### config.mk
export PLATFORM = sky130hd
export DESIGN_NAME = pcpi_hub_flat
export DESIGN_NICKNAME = d
export VERILOG_FILES = /design/src/rtl/pcpi_pkg.sv /design/src/rtl/pcpi_hub_if.sv /design/src/rtl/pcpi_resp_sel.sv /design/src/rtl/pcpi_hub.sv /design/src/flat_wrapper.sv
export SDC_FILE = /design/constraint.sdc
export NUM_CORES = 1
export LEC_CHECK = 0
export BUFFER_PORTS_ARGS = -buffer_cell sky130_fd_sc_hd__buf_4
export CAP_MARGIN = 15
export CORE_ASPECT_RATIO = 1.75
export CORE_MARGIN = 3
export CORE_UTILIZATION = 35
export DETAILED_ROUTE_END_ITERATION = 16
export SYNTH_ARGS = -nofsm -noshare
export SYNTH_HDL_FRONTEND = slang
export SYNTH_SLANG_ARGS = --single-unit
### constraint.sdc
create_clock -name clk -period 2.2 [get_ports clk]
set_input_delay 0.11 -clock clk [delete_from_list [all_inputs] [get_ports clk]]
set_output_delay 0.11 -clock clk [all_outputs]
set_load 0.005 [all_outputs]
### src/rtl/pcpi_pkg.sv
// rtl/pcpi_pkg.sv - shared types and constants for the PCPI hub
// Contents: hub FSM state enum, RV32M opcode/funct constants, data width,
// and an instruction-builder helper for R-type MUL/DIV words.
package pcpi_pkg;

    localparam int DATA_W = 32;

    localparam logic [6:0] OPCODE_OP     = 7'b0110011;
    localparam logic [6:0] FUNCT7_MULDIV = 7'b0000001;

    localparam logic [2:0] F3_MUL    = 3'd0;
    localparam logic [2:0] F3_MULH   = 3'd1;
    localparam logic [2:0] F3_MULHSU = 3'd2;
    localparam logic [2:0] F3_MULHU  = 3'd3;
    localparam logic [2:0] F3_DIV    = 3'd4;
    localparam logic [2:0] F3_DIVU   = 3'd5;
    localparam logic [2:0] F3_REM    = 3'd6;
    localparam logic [2:0] F3_REMU   = 3'd7;

    typedef enum logic [2:0] {
        ST_IDLE,
        ST_ISSUE,
        ST_BUSY,
        ST_DRAIN,
        ST_ABORT
    } hub_state_t;

    function automatic logic [31:0] muldiv_insn(input logic [2:0] f3,
                                                input logic [4:0] rd,
                                                input logic [4:0] rs1,
                                                input logic [4:0] rs2);
        return {FUNCT7_MULDIV, rs2, rs1, f3, rd, OPCODE_OP};
    endfunction

endpackage

### src/rtl/pcpi_hub_if.sv
// rtl/pcpi_hub_if.sv - PCPI core-side and co-processor-side signal bundle
// Core side: core_valid/core_insn/core_rs1/core_rs2 in; core_wr/core_rd/
// core_wait/core_ready/core_unclaimed out. Co-processor side: cp_valid/cp_insn/
// cp_rs1/cp_rs2 out; cp_wr/cp_wait/cp_ready/cp_rd in. cp_conflict is a status out.
// Modport slave is the hub's view; master is the surrounding core/co-processors.
interface pcpi_hub_if #(
    parameter int NUM_CP = 2
);
    import pcpi_pkg::*;

    logic                     core_valid;
    logic [DATA_W-1:0]        core_insn;
    logic [DATA_W-1:0]        core_rs1;
    logic [DATA_W-1:0]        core_rs2;
    logic                     core_wr;
    logic [DATA_W-1:0]        core_rd;
    logic                     core_wait;
    logic                     core_ready;
    logic                     core_unclaimed;
    logic                     cp_conflict;

    logic [NUM_CP-1:0]        cp_valid;
    logic [DATA_W-1:0]        cp_insn;
    logic [DATA_W-1:0]        cp_rs1;
    logic [DATA_W-1:0]        cp_rs2;
    logic [NUM_CP-1:0]        cp_wr;
    logic [NUM_CP-1:0]        cp_wait;
    logic [NUM_CP-1:0]        cp_ready;
    logic [NUM_CP*DATA_W-1:0] cp_rd;

    modport slave (
        input  core_valid, core_insn, core_rs1, core_rs2,
        output core_wr, core_rd, core_wait, core_ready, core_unclaimed, cp_conflict,
        output cp_valid, cp_insn, cp_rs1, cp_rs2,
        input  cp_wr, cp_wait, cp_ready, cp_rd
    );

    modport master (
        output core_valid, core_insn, core_rs1, core_rs2,
        input  core_wr, core_rd, core_wait, core_ready, core_unclaimed, cp_conflict,
        input  cp_valid, cp_insn, cp_rs1, cp_rs2,
        output cp_wr, cp_wait, cp_ready, cp_rd
    );

endinterface

### src/rtl/pcpi_resp_sel.sv
// rtl/pcpi_resp_sel.sv - claim priority encoder and owner response mux
// Inputs: claim vector, per-port cp_wr/cp_ready/cp_rd, registered owner and
// use_enc (pick the fresh encoder result instead of the registered owner).
// Outputs: any_claim, multi_claim, enc_idx (lowest claiming port), and the
// selected port's ready/wr/rd.
module pcpi_resp_sel
    import pcpi_pkg::*;
#(
    parameter int NUM_CP = 2,
    parameter int IDX_W  = (NUM_CP > 1) ? $clog2(NUM_CP) : 1
) (
    input  logic [NUM_CP-1:0]        claim,
    input  logic [NUM_CP-1:0]        cp_wr,
    input  logic [NUM_CP-1:0]        cp_ready,
    input  logic [NUM_CP*DATA_W-1:0] cp_rd,
    input  logic                     use_enc,
    input  logic [IDX_W-1:0]         owner_q,
    output logic                     any_claim,
    output logic                     multi_claim,
    output logic [IDX_W-1:0]         enc_idx,
    output logic                     sel_ready,
    output logic                     sel_wr,
    output logic [DATA_W-1:0]        sel_rd
);

    logic [IDX_W-1:0] sel;

    // Scan from the top down so the lowest set index is the last write.
    always_comb begin
        enc_idx = '0;
        for (int k = NUM_CP - 1; k >= 0; k--) begin
            if (claim[k]) begin
                enc_idx = IDX_W'(k);
            end
        end
    end

    assign any_claim   = |claim;
    // Clearing the lowest set bit leaves something only if two or more were set.
    assign multi_claim = (claim & (claim - NUM_CP'(1))) != '0;

    assign sel       = use_enc ? enc_idx : owner_q;
    assign sel_ready = cp_ready[sel];
    assign sel_wr    = cp_wr[sel];
    assign sel_rd    = cp_rd[sel*DATA_W +: DATA_W];

endmodule

### src/rtl/pcpi_hub.sv
// rtl/pcpi_hub.sv - PCPI router between the core and NUM_CP co-processors
// Ports: clk, resetn (async, active low), bus (pcpi_hub_if.slave).
// Registers each core request onto the broadcast cp_* lines, tracks which
// co-processor owns it, returns the owner's result as a one-cycle core_ready
// pulse, and pulses core_unclaimed when nobody claims within TIMEOUT cycles.
module pcpi_hub
    import pcpi_pkg::*;
#(
    parameter int NUM_CP  = 2,
    parameter int TIMEOUT = 16
) (
    input  logic         clk,
    input  logic         resetn,
    pcpi_hub_if.slave    bus
);

    localparam int IDX_W = (NUM_CP > 1) ? $clog2(NUM_CP) : 1;

    hub_state_t          state_q, state_d;
    logic [7:0]          cnt_q, cnt_d;
    logic [NUM_CP-1:0]   cp_valid_q, cp_valid_d;
    logic [DATA_W-1:0]   insn_q, insn_d;
    logic [DATA_W-1:0]   rs1_q, rs1_d;
    logic [DATA_W-1:0]   rs2_q, rs2_d;
    logic [IDX_W-1:0]    owner_q, owner_d;
    logic [DATA_W-1:0]   rd_q, rd_d;
    logic                wr_q, wr_d;
    logic                ready_q, ready_d;
    logic                unclaimed_q, unclaimed_d;
    logic                conflict_q, conflict_d;

    logic                any_claim, multi_claim, sel_ready, sel_wr;
    logic [IDX_W-1:0]    enc_idx;
    logic [DATA_W-1:0]   sel_rd;

    pcpi_resp_sel #(
        .NUM_CP (NUM_CP),
        .IDX_W  (IDX_W)
    ) u_resp_sel (
        .claim       (bus.cp_wait | bus.cp_ready),
        .cp_wr       (bus.cp_wr),
        .cp_ready    (bus.cp_ready),
        .cp_rd       (bus.cp_rd),
        .use_enc     (state_q == ST_ISSUE),
        .owner_q     (owner_q),
        .any_claim   (any_claim),
        .multi_claim (multi_claim),
        .enc_idx     (enc_idx),
        .sel_ready   (sel_ready),
        .sel_wr      (sel_wr),
        .sel_rd      (sel_rd)
    );

    always_ff @(posedge clk or negedge resetn) begin
        if (!resetn) begin
            state_q     <= ST_IDLE;
            cnt_q       <= '0;
            cp_valid_q  <= '0;
            insn_q      <= '0;
            rs1_q       <= '0;
            rs2_q       <= '0;
            owner_q     <= '0;
            rd_q        <= '0;
            wr_q        <= 1'b0;
            ready_q     <= 1'b0;
            unclaimed_q <= 1'b0;
            conflict_q  <= 1'b0;
        end else begin
            state_q     <= state_d;
            cnt_q       <= cnt_d;
            cp_valid_q  <= cp_valid_d;
            insn_q      <= insn_d;
            rs1_q       <= rs1_d;
            rs2_q       <= rs2_d;
            owner_q     <= owner_d;
            rd_q        <= rd_d;
            wr_q        <= wr_d;
            ready_q     <= ready_d;
            unclaimed_q <= unclaimed_d;
            conflict_q  <= conflict_d;
        end
    end

    always_comb begin
        state_d     = state_q;
        cnt_d       = cnt_q;
        cp_valid_d  = cp_valid_q;
        insn_d      = insn_q;
        rs1_d       = rs1_q;
        rs2_d       = rs2_q;
        owner_d     = owner_q;
        rd_d        = rd_q;
        wr_d        = 1'b0;
        ready_d     = 1'b0;
        unclaimed_d = 1'b0;
        conflict_d  = conflict_q;

        case (state_q)
            ST_IDLE: begin
                if (bus.core_valid) begin
                    insn_d     = bus.core_insn;
                    rs1_d      = bus.core_rs1;
                    rs2_d      = bus.core_rs2;
                    cp_valid_d = '1;
                    cnt_d      = 8'(TIMEOUT);
                    state_d    = ST_ISSUE;
                end
            end
            ST_ISSUE: begin
                // Core withdrawal beats a claim or a timeout in the same cycle.
                if (!bus.core_valid) begin
                    cp_valid_d = '0;
                    state_d    = ST_ABORT;
                end else if (any_claim) begin
                    owner_d = enc_idx;
                    if (multi_claim) begin
                        conflict_d = 1'b1;
                    end
                    if (sel_ready) begin
                        rd_d       = sel_rd;
                        wr_d       = sel_wr;
                        ready_d    = 1'b1;
                        cp_valid_d = '0;
                        state_d    = ST_DRAIN;
                    end else begin
                        state_d = ST_BUSY;
                    end
                end else if (cnt_q == 8'd0) begin
                    unclaimed_d = 1'b1;
                    cp_valid_d  = '0;
                    state_d     = ST_DRAIN;
                end else begin
                    cnt_d = cnt_q - 8'd1;
                end
            end
            ST_BUSY: begin
                if (!bus.core_valid) begin
                    cp_valid_d = '0;
                    state_d    = ST_ABORT;
                end else if (sel_ready) begin
                    rd_d       = sel_rd;
                    wr_d       = sel_wr;
                    ready_d    = 1'b1;
                    cp_valid_d = '0;
                    state_d    = ST_DRAIN;
                end
            end
            ST_DRAIN: begin
                if (!bus.core_valid) begin
                    state_d = ST_IDLE;
                end
            end
            ST_ABORT: begin
                // Let every co-processor finish its abandoned work first.
                if (bus.cp_wait == '0) begin
                    state_d = ST_IDLE;
                end
            end
            default: begin
                state_d = ST_IDLE;
            end
        endcase
    end

    assign bus.core_wr        = wr_q;
    assign bus.core_rd        = rd_q;
    assign bus.core_wait      = (state_q == ST_BUSY);
    assign bus.core_ready     = ready_q;
    assign bus.core_unclaimed = unclaimed_q;
    assign bus.cp_conflict    = conflict_q;
    assign bus.cp_valid       = cp_valid_q;
    assign bus.cp_insn        = insn_q;
    assign bus.cp_rs1         = rs1_q;
    assign bus.cp_rs2         = rs2_q;

endmodule

### src/flat_wrapper.sv
// flat-port wrapper written by rule: the top's interface ports become plain ports
module pcpi_hub_flat import pcpi_pkg::*;
#(
    parameter int NUM_CP  = 2,
    parameter int TIMEOUT = 16
)
  (clk, resetn, bus_core_valid, bus_core_insn, bus_core_rs1, bus_core_rs2, bus_core_wr, bus_core_rd, bus_core_wait, bus_core_ready, bus_core_unclaimed, bus_cp_conflict, bus_cp_valid, bus_cp_insn, bus_cp_rs1, bus_cp_rs2, bus_cp_wr, bus_cp_wait, bus_cp_ready, bus_cp_rd);
  pcpi_hub_if #(.NUM_CP(NUM_CP)) bus_i ();
  input  logic clk;
  input  logic resetn;
  input wire logic [$bits(bus_i.core_valid)-1:0] bus_core_valid;
  input wire logic [$bits(bus_i.core_insn)-1:0] bus_core_insn;
  input wire logic [$bits(bus_i.core_rs1)-1:0] bus_core_rs1;
  input wire logic [$bits(bus_i.core_rs2)-1:0] bus_core_rs2;
  output wire logic [$bits(bus_i.core_wr)-1:0] bus_core_wr;
  output wire logic [$bits(bus_i.core_rd)-1:0] bus_core_rd;
  output wire logic [$bits(bus_i.core_wait)-1:0] bus_core_wait;
  output wire logic [$bits(bus_i.core_ready)-1:0] bus_core_ready;
  output wire logic [$bits(bus_i.core_unclaimed)-1:0] bus_core_unclaimed;
  output wire logic [$bits(bus_i.cp_conflict)-1:0] bus_cp_conflict;
  output wire logic [$bits(bus_i.cp_valid)-1:0] bus_cp_valid;
  output wire logic [$bits(bus_i.cp_insn)-1:0] bus_cp_insn;
  output wire logic [$bits(bus_i.cp_rs1)-1:0] bus_cp_rs1;
  output wire logic [$bits(bus_i.cp_rs2)-1:0] bus_cp_rs2;
  input wire logic [$bits(bus_i.cp_wr)-1:0] bus_cp_wr;
  input wire logic [$bits(bus_i.cp_wait)-1:0] bus_cp_wait;
  input wire logic [$bits(bus_i.cp_ready)-1:0] bus_cp_ready;
  input wire logic [$bits(bus_i.cp_rd)-1:0] bus_cp_rd;
  assign bus_i.core_valid = bus_core_valid;
  assign bus_i.core_insn = bus_core_insn;
  assign bus_i.core_rs1 = bus_core_rs1;
  assign bus_i.core_rs2 = bus_core_rs2;
  assign bus_core_wr = bus_i.core_wr;
  assign bus_core_rd = bus_i.core_rd;
  assign bus_core_wait = bus_i.core_wait;
  assign bus_core_ready = bus_i.core_ready;
  assign bus_core_unclaimed = bus_i.core_unclaimed;
  assign bus_cp_conflict = bus_i.cp_conflict;
  assign bus_cp_valid = bus_i.cp_valid;
  assign bus_cp_insn = bus_i.cp_insn;
  assign bus_cp_rs1 = bus_i.cp_rs1;
  assign bus_cp_rs2 = bus_i.cp_rs2;
  assign bus_i.cp_wr = bus_cp_wr;
  assign bus_i.cp_wait = bus_cp_wait;
  assign bus_i.cp_ready = bus_cp_ready;
  assign bus_i.cp_rd = bus_cp_rd;
  pcpi_hub #(.NUM_CP(NUM_CP), .TIMEOUT(TIMEOUT)) u_core (.clk(clk), .resetn(resetn), .bus(bus_i));
endmodule
# --- Word-level counts from Yosys, hierarchy flattened ---
# Cells that the tools add are included.
word_totals:
  register_bits: 146
  in_bits: 169
  output_inout_bits: 135
classes:
  n_addsub: 2
  magnitude_cmp: 1
  eq_ne: 14
  shifts: 1
  mux: 48
  bitwise: 2
  n_reduce_logical: 15
op_table:
  columns: ["operator", "n"]
  rows:
  - ["32-bit two-way mux", 4]
  - ["32-bit one-hot mux with 2 select lines", 1]
  - ["64-bit by 7-bit variable part select with 32-bit output", 1]
  - ["8-bit two-way mux", 4]
  - ["3-bit two-way mux", 8]
  - ["1-bit two-way mux", 20]
  - ["8-bit one-hot mux with 2 select lines", 1]
  - ["3-bit one-hot mux with 5 select lines", 1]
  - ["2-bit two-way mux", 6]
  - ["2-bit inequality test (second input constant)", 6]
  - ["5-bit AND reduction", 2]
  - ["8-bit logical NOT", 1]
  - ["4-bit AND reduction", 2]
  - ["8-bit by 1-bit subtractor with 8-bit output (second input constant)", 1]
  - ["3-bit by 2-bit equality test with 1-bit output (second input constant)", 2]
  - ["2-bit one-hot mux with 3 select lines", 1]
  - ["3-bit AND reduction", 2]
  - ["2-bit nonzero test", 3]
  - ["2-bit by 1-bit inequality test with 1-bit output (second input constant)", 2]
  - ["4-bit by 2-bit inequality test with 1-bit output (second input constant)", 1]
  - ["1-bit one-hot mux with 2 select lines", 2]
  - ["3-bit by 1-bit equality test with 1-bit output (second input constant)", 1]
  - ["3-bit equality test (second input constant)", 1]
  - ["3-bit logical NOT", 1]
  - ["9 further kinds", 9]

# --- Logic depth before layout (Yosys ltp) ---
# Gate-level depths: netlist of run 1.
depth:
  depth_word: 10
  mapped_depth: 9
  mapped_depth_nobuf: 7

# --- Modules after synthesis ---
# From an unflattened synthesis of run 1, not the netlist that was laid out.
unflattened:
  cells_unflattened: 408
  area_unflattened_um2: 6353.6
modules_own_cells:
  columns: ["module", "instances", "cells_each", "area_each_um2", "seq_area_each_um2"]
  rows:
  - ["pcpi_hub", 1, 367, 5755.5, 3653.5]
  - ["pcpi_resp_sel", 1, 41, 598.1, 0.0]

# --- Least setup slack after synthesis of run 1 ---
# OpenSTA, ideal clock, no wires.
synth_path:
  kind: "reg2reg"
  start: "register u_core.state_q[2]"
  end: "register u_core.rd_q[10], in the netlist u_core.bus.core_rd[10]"
  t_arrival_ns: 1.878
  t_required_ns: 2.077
  slack_ns: 0.199
  stages_incl_launch_ff: 8
  synth_period_minus_slack_ns: 2.001
  cell_sequence: "dfrtp_1 -> buf_6 -> or3b_1 -> or4_4 -> o21ai_4 -> buf_12 -> mux2i_1 -> a21oi_2"
synth_between:
  elab_chain_cells: 8
  elab_cells_between_ends: 16
  classes_between: "eq/ne: 5; shift: 1; mux: 8; reduce/logical: 2"
synth_lines:
  columns: ["item", "line", "rtl"]
  rows:
  - ["from (decl)", "pcpi_hub.sv:19", "hub_state_t state_q, state_d;"]
  - ["from (signal assigned)", "pcpi_hub.sv:69", "state_q <= state_d;"]
  - ["branches (longest 8 deep; another with 64-bit by 7-bit variable part select with 32-bit output)", null, null]
  - ["to (signal assigned)", "pcpi_hub.sv:76", "rd_q <= rd_d;"]
  - ["to (decl)", "pcpi_hub.sv:26", "logic [DATA_W-1:0] rd_q, rd_d;"]
# Parallel ways; which one is timed is not known. The select of a mux whose other input is x is not followed.
# A chain may end at the register's enable or synchronous reset.

# --- Worst setup path after layout of run 1 ---
layout_path:
  start: "register u_core.state_q[1]"
  end: "register u_core.rd_q[8], in the netlist u_core.bus.core_rd[8]"
# The elaborated chain is that of the path after synthesis.

==> results, run 1 <==
- The critical path launch point type is a register.
- In this run the worst hold path is classified as in -> reg.
- The library cell used most frequently in the layout, excluding fill and tap cells, is buf_4.
- From bottom edge to top edge, the die measures 182 um.
- The number of clock buffers inserted by TritonCTS is 17.
- For this configuration, the core starts out at a cell density of 36.2%.
- For this run, the slowest stage of the critical path takes 0.44 ns.
- The peak supply drop is 0.650 mV.
- The routability congestion estimate is 0.799.
- The filler cells instantiated in the layout total 1383.
- Timing would allow up to 0.470 GHz.
- The clock tree root buffer cell is clkbuf_16.
- Between clock sinks in the finished design, the worst skew comes to 0.00669 ns.
- The overall routed net length is 21100 um.
- Clock-pin slew was measured on the worst setup and hold paths at 0.06 ns.
- Setup violations remaining at the end of the flow were counted as 0.
- The number of buffer cells added on primary ports is 303.
- The Yosys warning count is 0.
- Dividing the detail-routed wire length by the instance count gives 15.6 um.
- The first global-routing pass estimated 32800 um of wire.
- In this run the static leakage power is 5.57 nW.
- Synthesis produced 651 cells.
- The number of standard-cell rows in the floorplan is 63.
- The number of top-level pins is 304.
- The tightest slew margin relative to the limit is 59.7%.
- Summing all non-filler instances in the final layout gives an area of 10900 um^2.
- The final-report max-slew violation count is 0.
- Counting cells, the worst reg-to-reg path comes to 6.
- The initial antenna violation count is 1.
- Data on the critical path arrives at its endpoint at 2.42 ns.
- The final layout contains 1278 nets.
- The run finished with clean final reports.
- Among all stages on the critical path, the largest delay is contributed by or4_4.
- The number of global-route vias before repair is 6397.
- Walking the worst path, the cells encountered are or3b_1 > or4_4 > o21ai_4 > buf_12 > mux2i_1 > a21oi_2.
- The post-synthesis sequential area ratio is 58.8%.
- The routed via count divided by cell count is 4.58.
- After global routing the overflow that remains totals 0.
- The post-synthesis to final-layout area growth is 75.9%.
- The remaining antenna violation count after routing is 0.
- Entering global routing, the biggest net connects 100 pins.
- The area of the core region is 17200 um^2.
- The portion of the clock cycle consumed by the worst path in the final layout is 96.6%.
- The clock tree synthesis step divided the H-tree into 4 levels.
- The clock tree buffer depth is 2.
- The total power of the final layout is 13.5 mW.
- STA classifies the critical path endpoint as a register.
- The later pin in the worst-skew pair is clocked with a latency of 0.42 ns.
- At the worst endpoint, the required time is 2.49 ns.
- The number of setup buffers added after CTS is 0.
- The number of detailed-route iterations in the first pass is 4.
- Once detailed placement completed, the half-perimeter wirelength came to 13700 um.
- Counting every net in the synthesized netlist gives 822.
- Dividing the synthesized area by the synthesized cell count gives 9.55 um^2.
- The largest driver fanout on the critical path is 24.
- The detailed router's first-iteration violation count is 266.
- The routed design could run at a clock period as short as 2.13 ns.
- The floorplan step defined a die boundary enclosing 19500 um^2.
- The critical path is of the reg -> reg type.
- The final-report hold violation count was 0.
- The slew at the pin closest to its max-slew limit is 0.605 ns.
- Once placement finished, the instance area stood at 8800 um^2.
- Dividing total power by cell area gives a power density of 1230 nW/um^2.
- The overall die width is 107 um.
- The detailed router placed 6175 vias in this run.
- The family of cells with the greatest summed delay on the critical path is simple AND/OR/NAND/NOR gates.
- The number of logic stages on the critical path including buffering is 6.
- Together, buffers and inverters on the worst path number 1.
- The max-cap violation count is 0.
- Of the cells placed in the final design, the portion with a size suffix greater than 1 is 34.9%.
- The library cells used most frequently in the layout, excluding fill and tap cells, are 313 x buf_4, 295 x nand2_1, 151 x dlygate4sd3_1, 146 x dfrtp_1, 45 x nor2_1.
- Across every metal layer, demand over resource in global routing totals 21.4%.
- Clock tree synthesis found a total of 146 sinks.
- Synthesis inferred 146 register bits.
- The number of cells on the worst hold path is 3.
- The summed instance area of the synthesized netlist is 6220 um^2.
- Yosys mapped the design onto 40 distinct sky130hd cell types.
- The number of design rule violations left after detail routing is 0.
- TritonCTS built the clock tree.
## flip-flops by register name (all words and copies together), names as in the netlist
name and flops:
u_core.bus.core_rd 32, u_core.bus.core_ready 1, u_core.bus.core_unclaimed 1, u_core.bus.core_wr 1
u_core.bus.cp_conflict 1, u_core.bus.cp_insn 32, u_core.bus.cp_rs1 32, u_core.bus.cp_rs2 32
u_core.bus.cp_valid 2, u_core.cnt_q 8, u_core.owner_q 1, u_core.state_q 3
## per-stage QoR
stage | setup WS, ns | utilization, % | instances | setup TNS, ns | hold slack, ns
3_5_place_dp | 0.116 | 51.2 | 1163 | 0 | 0.151
6_report | 0.0744 | 63.7 | 1347 | 0 | 0.0186
4_1_cts | 0.103 | 63.5 | 1344 | 0 | 0.00128
3_3_place_gp | 0.171 | 51.2 | 1163 | 0 | 0.155
2_1_floorplan | 0.199 | - | 651 | 0 | -0.186
5_1_grt | -0.00294 | 63.7 | 1346 | -0.00294 | 0.0150
## final timing paths
path	start	to	slack (ns)
setup / recovery	u_core.state_q[1]	u_core.bus.core_rd[8]	0.07
hold / removal	bus_cp_rd[62]	u_core.bus.core_rd[30]	0.02
setup reg to reg	u_core.state_q[1]	u_core.bus.core_rd[8]	0.07
hold reg to reg	u_core.bus.cp_rs2[14]	u_core.bus.cp_rs2[14]	0.47
max in group asynchronous	resetn	u_core.bus.cp_conflict	1.23
min in group asynchronous	resetn	u_core.bus.cp_insn[28]	0.27
## area by class of cell
cell class / count / area [um^2] / share of cell area, %
diodes: 2 / 5.00 / 0.0457
clock buffers: 20 / 437 / 3.99
well taps: 227 / 284 / 2.60
clock inverters: 10 / 161 / 1.48
flip-flops and latches: 146 / 3650 / 33.4
multi-input cells: 465 / 2350 / 21.5
repair buffers: 473 / 4030 / 36.9
inverters: 4 / 15.0 / 0.137
## layer usage
metal | up-vias | GRT usage (%) | wire length [um]
li1 | 2983 | - | -
met1 | 2893 | 24.1 | 8180
met2 | 279 | 37.9 | 10700
met3 | 20 | 7.36 | 1850
met4 | 0 | 6.14 | 318
met5 | - | 0 | 0
## cell families (layout without fill, tap and decap cells)
kind of cell | count (synthesis) | after routing | share of synthesized area, %
compound gates | 55 | 55 | 7.22
fa+ha+maj | 2 | 2 | 0.402
flops | 146 | 146 | 58.8
simple gates | 369 | 369 | 23.6
buf+inv | 40 | 507 | 3.84
other cells | 0 | 2 | 0
xor+xnor | 6 | 6 | 0.845
mux | 33 | 33 | 5.31
## what timing repair did
item | 4_1_cts | 5_1_grt
setup endpoints to repair | 0 | 2
hold endpoints to repair | 185 | 0
resized for setup | 0 | 4
hold buffers | 151 | 0
## cells in the mapped netlist
cell type | number | area share, %
nand2_1 | 295 | 18
dfrtp_1 | 146 | 59
nor2_1 | 45 | 2.7
mux2i_1 | 33 | 5.3
a21oi_2 | 30 | 4.2
clkbuf_1 | 16 | 0.97
buf_2 | 11 | 0.89
a21oi_1 | 8 | 0.64
nor3_1 | 7 | 0.56
xor2_1 | 6 | 0.85
buf_4 | 5 | 0.60
nand3_1 | 5 | 0.40
inv_1 | 4 | 0.24
nand2b_1 | 4 | 0.40
o21ai_0 | 4 | 0.32
buf_12 | 3 | 0.97
o21a_1 | 3 | 0.36
ha_1 | 2 | 0.40
nor2b_1 | 2 | 0.20
or4_4 | 2 | 0.36
a2111oi_4 | 1 | 0.44
a211oi_1 | 1 | 0.12
a21boi_1 | 1 | 0.12
and2_1 | 1 | 0.10
buf_6 | 1 | 0.18
nand4_1 | 1 | 0.10
nor3b_1 | 1 | 0.12
nor3b_2 | 1 | 0.20
nor4_1 | 1 | 0.10
nor4_2 | 1 | 0.20
o211ai_1 | 1 | 0.12
o21ai_1 | 1 | 0.080
o21ai_4 | 1 | 0.26
o21bai_1 | 1 | 0.12
o221ai_1 | 1 | 0.14
o2bb2ai_1 | 1 | 0.14
o31ai_1 | 1 | 0.12
or2_2 | 1 | 0.10
or3_1 | 1 | 0.10
or3b_1 | 1 | 0.14
## worst register-to-register path, delay by kind of cell, from the launching register on
kind	cells	cell delay [ns]
buffers and inverters	1	0.23
multiplexers	1	0.30
flip-flops	1	0.40
AO/OA/AOI/OAI	2	0.20
AND/OR/NAND/NOR	2	0.87
## power by group
| group | switching (mW) | internal (mW) |
|---|---|---|
| clock | 1.09 | 1.88 |
| sequential | 0.703 | 3.92 |
| combinational | 2.85 | 3.03 |
| total | 4.64 | 8.84 |
No activity file was read; power rests on OpenSTA's default activity.
==> run 2, diff against run 1 <==
--- a/config.mk
+++ b/config.mk
@@ -11,6 +11,8 @@
 export CORE_MARGIN = 3
 export CORE_UTILIZATION = 35
 export DETAILED_ROUTE_END_ITERATION = 16
+export PLACE_DENSITY_LB_ADDON = 0.05
 export SYNTH_ARGS = -nofsm -noshare
 export SYNTH_HDL_FRONTEND = slang
+export SYNTH_HIERARCHICAL = 1
 export SYNTH_SLANG_ARGS = --single-unit
==> results, run 2 <==
- The remaining antenna violation count after routing came to 0 (unchanged).
- The global-route congestion overflow total came to 0 (unchanged).
- The signal on the critical path passes through nor3b_4 > mux2_4 > mux2_4 > buf_4 > o21ai_1 > a21oi_1 > mux2_1.
- Among the stages of the critical path, the cell type that occurs most often is mux2_4.
- The final-report hold violation count is 0 (unchanged).
- The largest individual stage delay along the critical path comes from the cell dfrtp_2.
- The largest net degree at the start of global routing is 74 (-26%).
- The synthesized area divided by synthesized cell count was 15.6 um^2 (+63%).
- In the layout the commonest cells are 314 x buf_4, 145 x dfrtp_1, 101 x mux2_2, 97 x dlygate4sd3_1, 33 x mux2_1.
- The most common cell in the synthesized netlist is dfrtp_1.
- The overall routed net length was 17700 um (-16%).
- The portion of the clock cycle consumed by the worst path in the final layout is 97.3% (+0.63 points).
- The wire length per cell after detailed routing is 16.5 um (+5.6%).
- The fraction of synthesis flops using an asynchronous set or reset pin was 100% (unchanged).
- The data required time at the worst endpoint is 2.48 ns (about the same).
- The critical path in this run is classified as reg -> reg.
- The classification of the worst-slack hold path is in -> reg.
- Setup repair after global routing could not meet its margin everywhere.
- The max-cap violation count is 0 (unchanged).
- Leaving out fill and tap cells, the most frequent cell in the layout is buf_4.
- The share of cells above drive strength 1 is 59.8% (+25 points).
- The total global-route track usage is 17.7% (-3.7 points).
- The number of enable-type register cells in the synthesized netlist is 0 (unchanged).
- The first-pass GRT wire length is 27600 um (-16%).
- The clock sink count is 146 (unchanged).
- The starting utilization of the core area is 36.1% (-0.12 points).
- STA classifies the critical path startpoint as a register.
- The final period demand of the worst path is 2.14 ns (+0.0139 ns).
- The number of global-route vias before repair is 5525 (-14%).
- The number of buffer cells added on primary ports came to 303 (unchanged).
- Sorting the synthesized cells by how often they occur yields 146 x dfrtp_1, 102 x mux2_2, 33 x mux2_1.
- The routability congestion estimate came to 0.786 (-1.7%).
- The final-report max-slew violation count is 0 (unchanged).
- The number of clock buffers inserted by TritonCTS came to 17 (unchanged).
- The final total negative setup slack is 0 ns (unchanged).
- The number of design rule violations left after detail routing came to 0 (unchanged).
- The tightest slew margin relative to the limit came to 51.8% (-7.9 points).
- The clock tree buffer depth is 2 (unchanged).
- The number of nets in the final layout is 999 (-22%).
- The run finished with clean final reports.
- The maximum cell stage delay along the critical path was 0.42 ns (-0.02 ns).
- The peak supply drop is 0.672 mV (+3.3%).
- The area enclosed by the die boundary came to 19900 um^2 (+2.1%).
- The summed instance area of the synthesized netlist is 6350 um^2 (+2.2%).
- The routed via count divided by cell count is 4.60 (+0.24%).
- The detailed-route via count was 4926 (-20%).
- The source-to-sink clock delay at the later pin of the worst-skew pair is 0.41 ns (about the same).
- The detailed router's first-iteration violation count is 118 (-56%).
- The share of the synthesized area in the top cell type came to 57.5% (-1.2 points).
- The largest driver fanout on the critical path was 3 (-88%).
- The clock edge transition at the registers on the reported setup and hold paths is 0.06 ns (about the same).
- The cell leakage power came to 5.00 nW (-10%).
- The height of the chip is 184 um (+1.0%).
- The number of inserted diodes is 0 (-2).
- The clock network fraction of design power is 21.2% (-0.9 points).
- The endpoint arrival time on the critical path is 2.42 ns (about the same).
- The portion of total power attributed to combinational logic came to 43.0% (-0.6 points).
- The synthesized net count came to 579 (-30%).
- The capturing element type of the critical path is a register.
- The initial antenna violation count was 0 (-1).
- The setup violation total in the final timing report is 0 (unchanged).
- The switching portion of total power is 30.7% (-3.8 points).
- The area of the core region is 17600 um^2 (+2.5%).
- The CTS tree is yes.
- The cell internal power dissipation is 9.06 mW (+2.5%).
- The synthesized flop and latch total came to 146 (unchanged).
- The utilization after layout came to 59.7% (-4.0 points).
- In the post-synthesis netlist, the biggest area contributors are dfrtp_1 58%, mux2_2 18%, mux2_4 7.3%, mux2_1 5.8%, buf_4 1.3%.
- The slew at the pin closest to its max-slew limit is 0.723 ns (+0.119 ns).
- The total net switching power is 4.01 mW (-14%).
- The number of top-level pins came to 304 (unchanged).
- The family of cells with the greatest summed delay on the critical path is multiplexers.
- The maximum level of the CTS H-tree is 4 (unchanged).
- The Yosys warning count is 6 (+6).
- The root buffer cell chosen for the clock tree is clkbuf_16.
- The flip-flop cell with the highest count after synthesis is dfrtp_1.
- The post-synthesis sequential area ratio is 57.5% (-1.2 points).
- Relative to the synthesized area, the layout overhead comes to 65.6%.
- The total power per unit cell area is 1240 nW/um^2 (+0.82%).
- The clock tree skew after final layout came to 0.00939 ns (+0.00270 ns).
- The post-synthesis instance total is 408 (-37%).
- The number of standard-cell rows in the floorplan is 64 (+1.6%).
- The estimated wirelength of the detail-placed design is 12500 um (-9.0%).
- The biggest area consumer among synthesized cells is dfrtp_1.
- The number of detailed-route iterations in the first pass came to 4 (unchanged).
- The overall die width came to 108 um (+1.0%).
- The power share of the sequential group is 35.8% (+1.5 points).
- The smallest setup slack after layout was 0.0605 ns (-0.0139 ns).
- The achievable clock frequency came to 0.467 GHz (-0.65%).
- The worst-case setup slack after placement was -0.0719 ns (-0.188 ns).
- The count of cell types in the netlist is 42 (+5.0%).
- The combined buffer and inverter count along the critical path is 1 (unchanged).
==> run 2: cell types whose count changed after synthesis, sizes merged, moves of 4 or more <==
cell / delta
a21oi: -33
or2: +4
mux2i: -33
mux2: +166
o21ai: -4
nor2: -36
clkbuf: -16
nor3b: +5
nand2: -290
xor2: -6
==> run 2: what timing repair did <==
item | 4_1_cts | 5_1_grt
hold buffers | 97 | 0
resized for setup | 1 | 2
gates cloned | 1 | 0
pin swaps | 2 | 1
setup endpoints to repair | 32 | 4
hold endpoints to repair | 167 | 0
buffers inserted | 2 | 0
==> run 2: per-stage QoR <==
stage / total power [mW] / cell area (um^2) / hold WS, ns / instances
2_1_floorplan: 7.36 / 6360 / -0.186 / 408
3_3_place_gp: 10.0 / 8920 / 0.168 / 940
3_5_place_dp: 10.2 / 8920 / 0.180 / 940
4_1_cts: 13.3 / 10500 / 0.0122 / 1072
5_1_grt: 13.9 / 10500 / 0.0269 / 1072
6_report: 13.1 / 10500 / 0.0352 / 1072
==> run 2: kinds of logic after synthesis <==
family                   share of synthesized area [%]
multiplexers                                      31.3
flip-flops                                        57.5
AND/OR/NAND/NOR                                   5.59
buffers and inverters                             3.17
AO/OA/AOI/OAI                                     2.09
adder cells (fa/ha/maj)                          0.394
==> run 2: power groups by stage <==
stage	sequential [mW]	combinational [mW]	clock, mW
floorplan	4.76	2.60	0
global placement	4.67	5.38	0
detailed placement	4.71	5.48	0
CTS	4.69	5.70	2.87
global route	4.86	6.07	3.00
finish	4.68	5.61	2.78
==> run 2: cell type report <==
class,instances,area (um^2)
Sequential cell,146,3650
Multi-Input combinational cell,240,2530
Clock buffer,17,425
Fill cell,1441,7100
Timing Repair Buffer,419,3470
Tap cell,231,289
Clock inverter,15,138
Inverter,4,15.0
==> run 2: metal layers <==
metal / vias up / track usage, % / routed length (um)
met4: 0 / 7.89 / 567
met3: 33 / 5.22 / 1400
met5: - / 0 / 0
met1: 2372 / 18.1 / 6140
met2: 217 / 32.7 / 9600
li1: 2304 / - / -
==> run 2: final timing paths <==
check                                       startpoint                      to  slack, ns  depth (start not counted)
worst max register to register       u_core/state_q[1]       u_core/state_q[0]       0.06                          7
worst min-delay path                    bus_core_valid  u_core/bus.cp_conflict       0.04                          2
max in group asynchronous                       resetn   u_core/bus.cp_rs2[11]       1.25                          3
worst min register to register  u_core/bus.cp_conflict  u_core/bus.cp_conflict       0.48                          1
worst max-delay path                 u_core/state_q[1]       u_core/state_q[0]       0.06                          7
min in group asynchronous                       resetn  u_core/bus.core_rd[14]       0.27                          2
==> run 3, diff against run 2 <==
--- a/config.mk
+++ b/config.mk
@@ -12,6 +12,7 @@
 export CORE_UTILIZATION = 35
 export DETAILED_ROUTE_END_ITERATION = 16
 export PLACE_DENSITY_LB_ADDON = 0.05
+export REMOVE_ABC_BUFFERS = 1
 export SYNTH_ARGS = -nofsm -noshare
 export SYNTH_HDL_FRONTEND = slang
 export SYNTH_HIERARCHICAL = 1
==> results, run 3 (same netlist as run 2, synthesis figures left out) <==
- The routability congestion estimate is 0.818 (+4.2%).
- The portion of the clock cycle consumed by the worst path in the final layout is 95.5% (-1.8 points).
- The clock tree buffer depth is 2 (unchanged).
- The max-cap violation count is 0 (unchanged).
- The achievable clock frequency was 0.476 GHz (+1.8%).
- In this run the critical register-to-register path is captured at u_core/state_q[0].
- The initial antenna violation count is 0 (unchanged).
- The classification of the worst-slack hold path is in -> reg.
- The startpoint of the tightest hold check path is bus_cp_rd[6].
- From synthesis to final layout, the design area changed by 66.3%.
- The slew at the pin closest to its max-slew limit is 0.655 ns (-0.0678 ns).
- The clock network fraction of design power was 21.4% (+0.2 points).
- The number of global-route vias before repair is 5685 (+2.9%).
- The number of clock buffers inserted by TritonCTS was 17 (unchanged).
- The largest driver fanout on the critical path came to 5 (+2).
- The total power per unit cell area is 1250 nW/um^2 (+0.53%).
- Setup repair after global routing left no endpoint under its margin.
- The most frequent standard cell in the layout excluding fill and tap cells is buf_4.
- The post-layout instance count excluding filler cells is 1071 (-0.093%).
- The first-pass GRT wire length was 29100 um (+5.3%).
- The detailed-route via count came to 4961 (+0.71%).
- For hold timing, the worst endpoint is u_core/bus.core_rd[6].
- The remaining antenna violation count after routing came to 0 (unchanged).
- The final-report max-slew violation count is 0 (unchanged).
- The number of buffer cells added on primary ports is 303 (unchanged).
- The depth of the worst register-to-register path is 7 (unchanged).
- The tightest slew margin relative to the limit is 56.3% (+4.5 points).
- The count of placed standard cells including taps was 941 (+0.11%).
- The height of the chip is 184 um (unchanged).
- The routed via count divided by cell count is 4.63 (+0.80%).
- The utilization after layout is 60.0% (+0.28 points).
- The source-to-sink clock delay at the later pin of the worst-skew pair is 0.41 ns (about the same).
- The portion of total power attributed to combinational logic is 43.1% (about the same).
- The clock tree root buffer cell is clkbuf_16.
- The number of top-level pins was 304 (unchanged).
- The global-route congestion overflow total is 0 (unchanged).
- The starting utilization of the core area was 36.1% (unchanged).
- The setup violation total in the final timing report came to 0 (unchanged).
- The overall die width came to 108 um (unchanged).
- The total global-route track usage is 18.8% (+1.1 points).
- The clock sink count is 146 (unchanged).
- The share of cells above drive strength 1 is 59.5% (-0.29 points).
- The data required time at the worst endpoint came to 2.49 ns (about the same).
- The maximum level of the CTS H-tree is 4 (unchanged).
- The peak supply drop is 0.695 mV (+3.4%).
- The number of setup buffers added after CTS is 0 (-2).
- The clock edge transition at the registers on the reported setup and hold paths came to 0.06 ns (about the same).
- The flow ran to the end, and the final reports show no timing, DRC or antenna violations.
- The area enclosed by the die boundary is 19900 um^2 (unchanged).
- The number of cells on the worst hold path is 3 (+1).
- The cell leakage power is 5.00 nW (about the same).
- The number of standard-cell rows in the floorplan was 64 (unchanged).
- The power share of the sequential group is 35.6% (-0.2 points).
- The detailed router's first-iteration violation count is 169 (+43%).
- The total net switching power is 3.91 mW (-2.4%).
- The worst setup path is launched from a register.
- The final total negative setup slack is 0 ns (unchanged).
- The largest net degree at the start of global routing was 67 (-9.5%).
- The number of nets in the final layout is 999 (unchanged).
- The worst reg-to-reg setup slack is 0.1 ns (+0.04 ns).
- The final period demand of the worst path was 2.10 ns (-0.0385 ns).
- In the layout the commonest cells are 311 x buf_4, 146 x dfrtp_1, 101 x mux2_2, 98 x dlygate4sd3_1, 33 x mux2_1.
- The number of detailed-route iterations in the first pass came to 4 (unchanged).
- The estimated wirelength of the detail-placed design was 13600 um (+9.1%).
- The endpoint arrival time on the critical path is 2.39 ns (-0.03 ns).
- The number of inserted diodes was 0 (unchanged).
- STA classifies the critical path endpoint as a register.
- The area of the core region is 17600 um^2 (unchanged).
- The critical setup path kind is reg -> reg.
- The clock tree skew after final layout is 0.00750 ns (-0.00189 ns).
- The wire length per cell after detailed routing is 17.5 um (+5.7%).
- The cell internal power dissipation was 9.29 mW (+2.5%).
- The smallest hold slack is 0.0396 ns (+0.00445 ns).
- The CTS tree is yes.
- The number of design rule violations left after detail routing came to 0 (unchanged).
- The overall routed net length is 18700 um (+5.6%).
- The final-report hold violation count is 0 (unchanged).
- The startpoint identified for the worst register-to-register timing path is u_core/state_q[2].
- The switching portion of total power came to 29.6% (-1.0 points).
## run 3: layout make-up
type,instances,area [um^2]
Clock buffer,19,443
Clock inverter,12,135
Fill cell,1407,7050
Inverter,4,15.0
Multi-Input combinational cell,239,2510
Sequential cell,146,3650
Tap cell,231,289
Timing Repair Buffer,420,3520
## run 3: timing repair
item                                    CTS  global route
resized for setup                         0             6
hold buffers                             98             0
endpoints found under the setup margin    0            34
endpoints found under the hold margin   160             0
## run 3: how the worst max path moves through the flow
stage,endpoint,cells after the start,startpoint
floorplan,u_core/cnt_q[0],4,u_core/state_q[2]
global placement,u_core/bus.core_rd[27],7,u_core/state_q[2]
detailed placement,u_core/bus.core_rd[0],7,u_core/state_q[2]
CTS,u_core/bus.core_rd[11],7,u_core/state_q[2]
global route,u_core/state_q[0],7,u_core/state_q[2]
finish,u_core/state_q[0],7,u_core/state_q[2]
## run 3: critical path, cell delays in order (launching register included)
cell and delay, ns:
dfrtp_1 0.40, nor3b_4 0.23, mux2_4 0.34, mux2_4 0.33, nor2b_1 0.14, nor3_1 0.15
nor3_1 0.07, mux2_1 0.32
## run 3: through the flow
stage                     worst slack, ns  cell area (um^2)  total power, mW
after floorplan                     -6.43              6170             6.96
after global placement             0.0671              8960             10.2
after detailed placement          0.00924              8960             10.3
after CTS                         0.00833             10500             13.4
after global routing               0.0156             10600             14.0
final                              0.0990             10600             13.2
## run 3: power by group through the flow
stage	clock network, mW	logic [mW]	registers (mW)
CTS	2.92	5.72	4.71
global placement	0	5.46	4.69
finish	2.82	5.68	4.70
floorplan	0	2.19	4.77
global route	3.01	6.14	4.88
detailed placement	0	5.57	4.74
## run 3: routing by layer
| metal | wire length, um | GRT usage, % | up-vias |
|---|---|---|---|
| li1 | - | - | 2303 |
| met1 | 6550 | 19.7 | 2405 |
| met2 | 10200 | 34.7 | 220 |
| met3 | 1440 | 5.40 | 33 |
| met4 | 466 | 7.89 | 0 |
| met5 | 0 | 0 | - |
